File: src/rtl/ped_xing_pkg.sv
// Shared state encoding and lamp patterns for the pedestrian-crossing controller.
// Lamp vectors are ordered {tr, ty, tg, pr, pg}.
package ped_xing_pkg;

  typedef enum logic [2:0] {
    GREEN  = 3'd0,
    YELLOW = 3'd1,
    ALLRED = 3'd2,
    WALK   = 3'd3,
    FLASH  = 3'd4,
    CLEAR  = 3'd5,
    MINGRN = 3'd6
  } xing_state_t;

  localparam logic [4:0] LAMP_GREEN  = 5'b00110;
  localparam logic [4:0] LAMP_YELLOW = 5'b01010;
  localparam logic [4:0] LAMP_ALLRED = 5'b10010;
  localparam logic [4:0] LAMP_WALK   = 5'b10001;
  localparam logic [3:0] LAMP_FLASH  = 4'b1000;  // pg supplied by flash_ph
  localparam logic [4:0] LAMP_CLEAR  = 5'b10010;
  localparam logic [4:0] LAMP_MINGRN = 5'b00110;

endpackage

File: src/rtl/ped_xing_ctrl_param_timer.sv
// Phase timer: counts tick strobes within a phase, flags the last tick of a term-long phase.
module phase_timer #(
  parameter int CNT_W = 8
) (
  input  logic             clk,
  input  logic             reset,
  input  logic             clr,
  input  logic             en,
  input  logic [CNT_W-1:0] term,
  output logic             done
);

  logic [CNT_W-1:0] count_q, count_d;

  always_comb begin
    count_d = count_q;
    if (clr)     count_d = '0;
    else if (en) count_d = count_q + CNT_W'(1);
  end

  always_ff @(posedge clk or posedge reset) begin
    if (reset) count_q <= '0;
    else       count_q <= count_d;
  end

  assign done = en && (count_q == term - CNT_W'(1));

endmodule

File: src/rtl/ped_xing_ctrl_param.sv
// Pedestrian-crossing controller: 7-phase lamp sequencer with request recall and
// a minimum traffic-green phase that cannot be cut short by a button press.
module ped_xing_ctrl_param
  import ped_xing_pkg::*;
#(
  parameter int CNT_W       = 8,
  parameter int T_YEL       = 2,
  parameter int T_ALLRED    = 2,
  parameter int T_WALK      = 6,
  parameter int T_FLASH     = 6,
  parameter int T_CLEAR     = 2,
  parameter int T_MIN_GREEN = 12
) (
  input  logic       clk,
  input  logic       reset,
  input  logic       tick_en,
  input  logic       nb,
  input  logic       sb,
  output logic       tr,
  output logic       ty,
  output logic       tg,
  output logic       pr,
  output logic       pg,
  output logic       wait_lamp,
  output logic [2:0] phase
);

  localparam int T_MAX = (1 << CNT_W) - 1;

  if (T_YEL < 1 || T_YEL > T_MAX || T_ALLRED < 1 || T_ALLRED > T_MAX ||
      T_WALK < 1 || T_WALK > T_MAX || T_FLASH < 1 || T_FLASH > T_MAX ||
      T_CLEAR < 1 || T_CLEAR > T_MAX || T_MIN_GREEN < 1 || T_MIN_GREEN > T_MAX) begin : g_bad_timing
    $error("ped_xing_ctrl_param: every T_* must lie in 1..2**CNT_W-1");
  end

  xing_state_t      state_q, state_d;
  logic             req_pend_q, req_pend_d;
  logic             flash_ph_q, flash_ph_d;
  logic [CNT_W-1:0] term;
  logic             done;
  logic             press;
  logic             clr;
  logic [4:0]       lamps;

  assign press = nb | sb;

  // GREEN is untimed; its term value is never consulted.
  always_comb begin
    term = CNT_W'(1);
    case (state_q)
      YELLOW:  term = CNT_W'(T_YEL);
      ALLRED:  term = CNT_W'(T_ALLRED);
      WALK:    term = CNT_W'(T_WALK);
      FLASH:   term = CNT_W'(T_FLASH);
      CLEAR:   term = CNT_W'(T_CLEAR);
      MINGRN:  term = CNT_W'(T_MIN_GREEN);
      default: term = CNT_W'(1);
    endcase
  end

  phase_timer #(.CNT_W(CNT_W)) u_timer (
    .clk   (clk),
    .reset (reset),
    .clr   (clr),
    .en    (tick_en),
    .term  (term),
    .done  (done)
  );

  always_comb begin
    state_d = state_q;
    case (state_q)
      GREEN:   if (press || req_pend_q) state_d = YELLOW;
      YELLOW:  if (done) state_d = ALLRED;
      ALLRED:  if (done) state_d = WALK;
      WALK:    if (done) state_d = FLASH;
      FLASH:   if (done) state_d = CLEAR;
      CLEAR:   if (done) state_d = MINGRN;
      MINGRN:  if (done) state_d = (req_pend_q || press) ? YELLOW : GREEN;
      default: state_d = GREEN;
    endcase
  end

  assign clr = (state_d != state_q);

  // Entering WALK serves the request, so the clear beats a same-edge press.
  always_comb begin
    req_pend_d = req_pend_q;
    if (state_d == WALK && state_q != WALK)
      req_pend_d = 1'b0;
    else if (state_q != WALK && state_q != FLASH && press)
      req_pend_d = 1'b1;
  end

  always_comb begin
    flash_ph_d = flash_ph_q;
    if (state_d == FLASH && state_q != FLASH) flash_ph_d = 1'b1;
    else if (state_q == FLASH && tick_en)     flash_ph_d = ~flash_ph_q;
  end

  always_ff @(posedge clk or posedge reset) begin
    if (reset) begin
      state_q    <= GREEN;
      req_pend_q <= 1'b0;
      flash_ph_q <= 1'b1;
    end else begin
      state_q    <= state_d;
      req_pend_q <= req_pend_d;
      flash_ph_q <= flash_ph_d;
    end
  end

  always_comb begin
    lamps = LAMP_GREEN;
    case (state_q)
      GREEN:   lamps = LAMP_GREEN;
      YELLOW:  lamps = LAMP_YELLOW;
      ALLRED:  lamps = LAMP_ALLRED;
      WALK:    lamps = LAMP_WALK;
      FLASH:   lamps = {LAMP_FLASH, flash_ph_q};
      CLEAR:   lamps = LAMP_CLEAR;
      MINGRN:  lamps = LAMP_MINGRN;
      default: lamps = LAMP_GREEN;
    endcase
  end

  assign {tr, ty, tg, pr, pg} = lamps;
  assign wait_lamp            = req_pend_q;
  assign phase                = state_q;

endmodule
File: config.mk
export PLATFORM = sky130hd
export DESIGN_NAME = ped_xing_ctrl_param
export DESIGN_NICKNAME = d
export VERILOG_FILES = /design/src/rtl/ped_xing_pkg.sv /design/src/rtl/ped_xing_ctrl_param_timer.sv /design/src/rtl/ped_xing_ctrl_param.sv
export SDC_FILE = /design/constraint.sdc
export NUM_CORES = 1
export LEC_CHECK = 0
export BUFFER_PORTS_ARGS = -buffer_cell sky130_fd_sc_hd__buf_2
export CORE_MARGIN = 4
export CORE_UTILIZATION = 55
export DETAILED_ROUTE_END_ITERATION = 10
export PLACE_DENSITY_LB_ADDON = 0.25
export RECOVER_POWER = 50
export SLEW_MARGIN = 5
export SYNTH_ARGS = -nofsm -noshare
export SYNTH_HDL_FRONTEND = slang
export SYNTH_SLANG_ARGS = --single-unit
File: constraint.sdc
create_clock -name clk -period 2.4 [get_ports clk]
set_clock_uncertainty 0.15 [all_clocks]
set_input_delay 0 -clock clk [delete_from_list [all_inputs] [get_ports clk]]
set_output_delay 0 -clock clk [all_outputs]
set_load 0.05 [all_outputs]
==> impl_metrics.ini <==
[run_status]
outcome = finished clean

[yosys]
synth_top_area_frac = 0.319
synth-async-reset-ratio = 1.00
avgSynthCellArea_um2 = 8.41
synth_top_cell_by_area = dfrtp_1
synth_edf_count = 0
synth_area_leaders = dfrtp_1 32%, xor2_1 5.6%, nor2_1 4.8%, nand2_1 4.4%, a21oi_1 3.7%
ys_seq_area_frac = 0.347
netlist_area_um2 = 942
synth_flop_cell = dfrtp_1
syn_inst = 112
yosysUniqueCellTypes = 42
ys_warn_count = 0
synth_fp_nets = 118
ys_ff_latch = 13

[power]
power.density_nw_per_um2 = 1410
peakVddDrop_uv = 1130
p_leak_uw = 0.000496

[setup_path]
worst-path-max-fanout = 19
critical_path_arrival_ns = 2.19
worstSetupPathType = flop to flop
cp.required_ns = 2.45
crit_chain = nor2_1 > o21ai_0 > a21oi_1 > o21a_2 > nor3_1 > nor4_2
start_kind = flop
slowest_delay_ns = 0.59
end_kind = flop
slowest_stage = dfrtp_1

[layout]
area_growth_pct = 12.4
final_cell_mix = 12 x nor2_1, 12 x dfrtp_1, 11 x nand2_1, 9 x buf_2, 7 x a21oi_1
num_antenna_cells = 0
drive_gt1_frac = 0.188
stdcell_count = 144
fin_nets = 135

[sta]
tightest_slew_ns = 0.600
tns_ns = 0
rsz0062_at_grt = false
fmax_mhz = 467
worst_hold_slack_ns = 0.0487
setup_viol = 0
setup_ws_ns = 0.258
period_minus_slack_ns = 2.14
maxSlewHeadroom = 0.602
hold_violations = 0
period_share = 0.892
slew_viol_final = 0

[clock_network]
cts_resized = 0
ctsRootBufferMaster = clkbuf_4
clock_latency_ns = 0.29
htree_num_levels = 1
clk_path_buf_depth = 2
postCtsHoldBufs = 4
numCtsBuffers = 3
post_cts_buffers = 0
cts_tree = done
clock-sinks = 13
clk_pin_slew_worst_paths_ns = 0.09

[die]
coreArea_um2 = 1560
die-area_um2 = 2440
die_y_um = 49.4
io_pins = 14
initial_utilization = 0.604
die_w_um = 49.4
placementRows = 14

[place]
gp_congestion = 0.809
dp.cells = 136
dp_hpwl_um = 1470
dp_slack_ns = 0.312
port_buffers = 13

[routing]
wl_per_cell_um = 14.5
wl_met3_um = 97
finalWirelength_um = 2090
dr_wl_met2_um = 976
drtPass1Iterations = 4
top_layer = met4
final_antenna_net_count = 0
viasPerCell = 5.85
wl_met1_um = 986
drc = 0
drtIter0Drc = 17
via_count = 843

[grt]
grt_max_degree = 20
grt_usage = 0.187
grt_overflow_total = 0
grt_pass1_vias = 760
antenna_found_initial = 0
grt_pass1_wl_um = 3480

[run]
cap_violations = 0

[hold_path]
hp-class = input port to flop
==> per-stage QoR <==
stage	util	instance area, µm²	total power [µW]
after global placement	0.640	997	1330
after CTS	0.682	1060	1500
after detailed placement	0.640	997	1350
after floorplan	-	942	1180
final	0.679	1060	1490
after global routing	0.679	1060	1600
==> kinds of logic (layout without fill, tap and decap cells) <==
kind of cell / Yosys count / count (layout) / share of synthesized area
adders and majority gates: 1 / 1 / 0.0133
xor gates and xnor gates: 7 / 7 / 0.0651
muxes: 3 / 3 / 0.0319
DFF: 13 / 13 / 0.347
buffers and inverters: 10 / 26 / 0.0637
AOI/OAI and AO/OA: 23 / 23 / 0.153
and+or+nand+nor: 55 / 55 / 0.327
==> per-layer routing <==
metal  vias to the layer above  GRT usage
met4                         0     0.0783
li1                        428          -
met2                        21      0.281
met5                         -          0
met1                       391      0.261
met3                         3     0.0367
==> registers in the layout, indices dropped and copies added (netlist names) <==
register         flops
wait_lamp            1
u_timer.count_q      8
phase                3
flash_ph_q           1
==> path summary, 6_finish.rpt <==
kind	start	endpoint	slack (ns)	cells after the start
hold reg to reg	u_timer.count_q[7]	u_timer.count_q[7]	0.39	2
hold / removal	sb	phase[0]	0.05	6
max in group asynchronous	reset	flash_ph_q	1.62	3
min in group asynchronous	reset	wait_lamp	0.12	3
setup / recovery	phase[1]	phase[1]	0.26	6
setup reg to reg	phase[1]	phase[1]	0.26	6
==> power breakdown <==
group          internal [µW]  switching, µW  total [µW]
sequential               275            140         415
combinational            315            620         934
clock                   64.7           79.8         144
total                    654            840        1490
==> synth_stat cells (2+ instances only) <==
cell type,number
nand3b_1,3
inv_1,2
nand2_1,11
buf_2,3
nor3_1,5
nand3_1,2
a21oi_1,7
o21ai_0,4
or2_2,2
a31oi_1,2
or3_1,2
and3_1,4
nor2_1,12
nand4_1,2
nor2b_1,2
a21o_1,3
mux2i_1,3
dfrtp_1,12
o21ai_2,2
xor2_1,6
buf_6,2
==> critical path, delay by kind of cell, from the launching register on <==
family | cells | cell delay [ns]
and+or+nand+nor | 3 | 0.79
AOI/OAI and AO/OA | 3 | 0.52
DFF | 1 | 0.59
==> cell type report <==
class | count | area (µm²)
fill | 137 | 500
clock buffer | 4 | 26.3
inverter | 2 | 7.51
multi-input combinational | 89 | 556
tap | 16 | 20.0
sequential | 13 | 327
timing repair buffer | 20 | 123
Power figures use the tool's default switching activity.
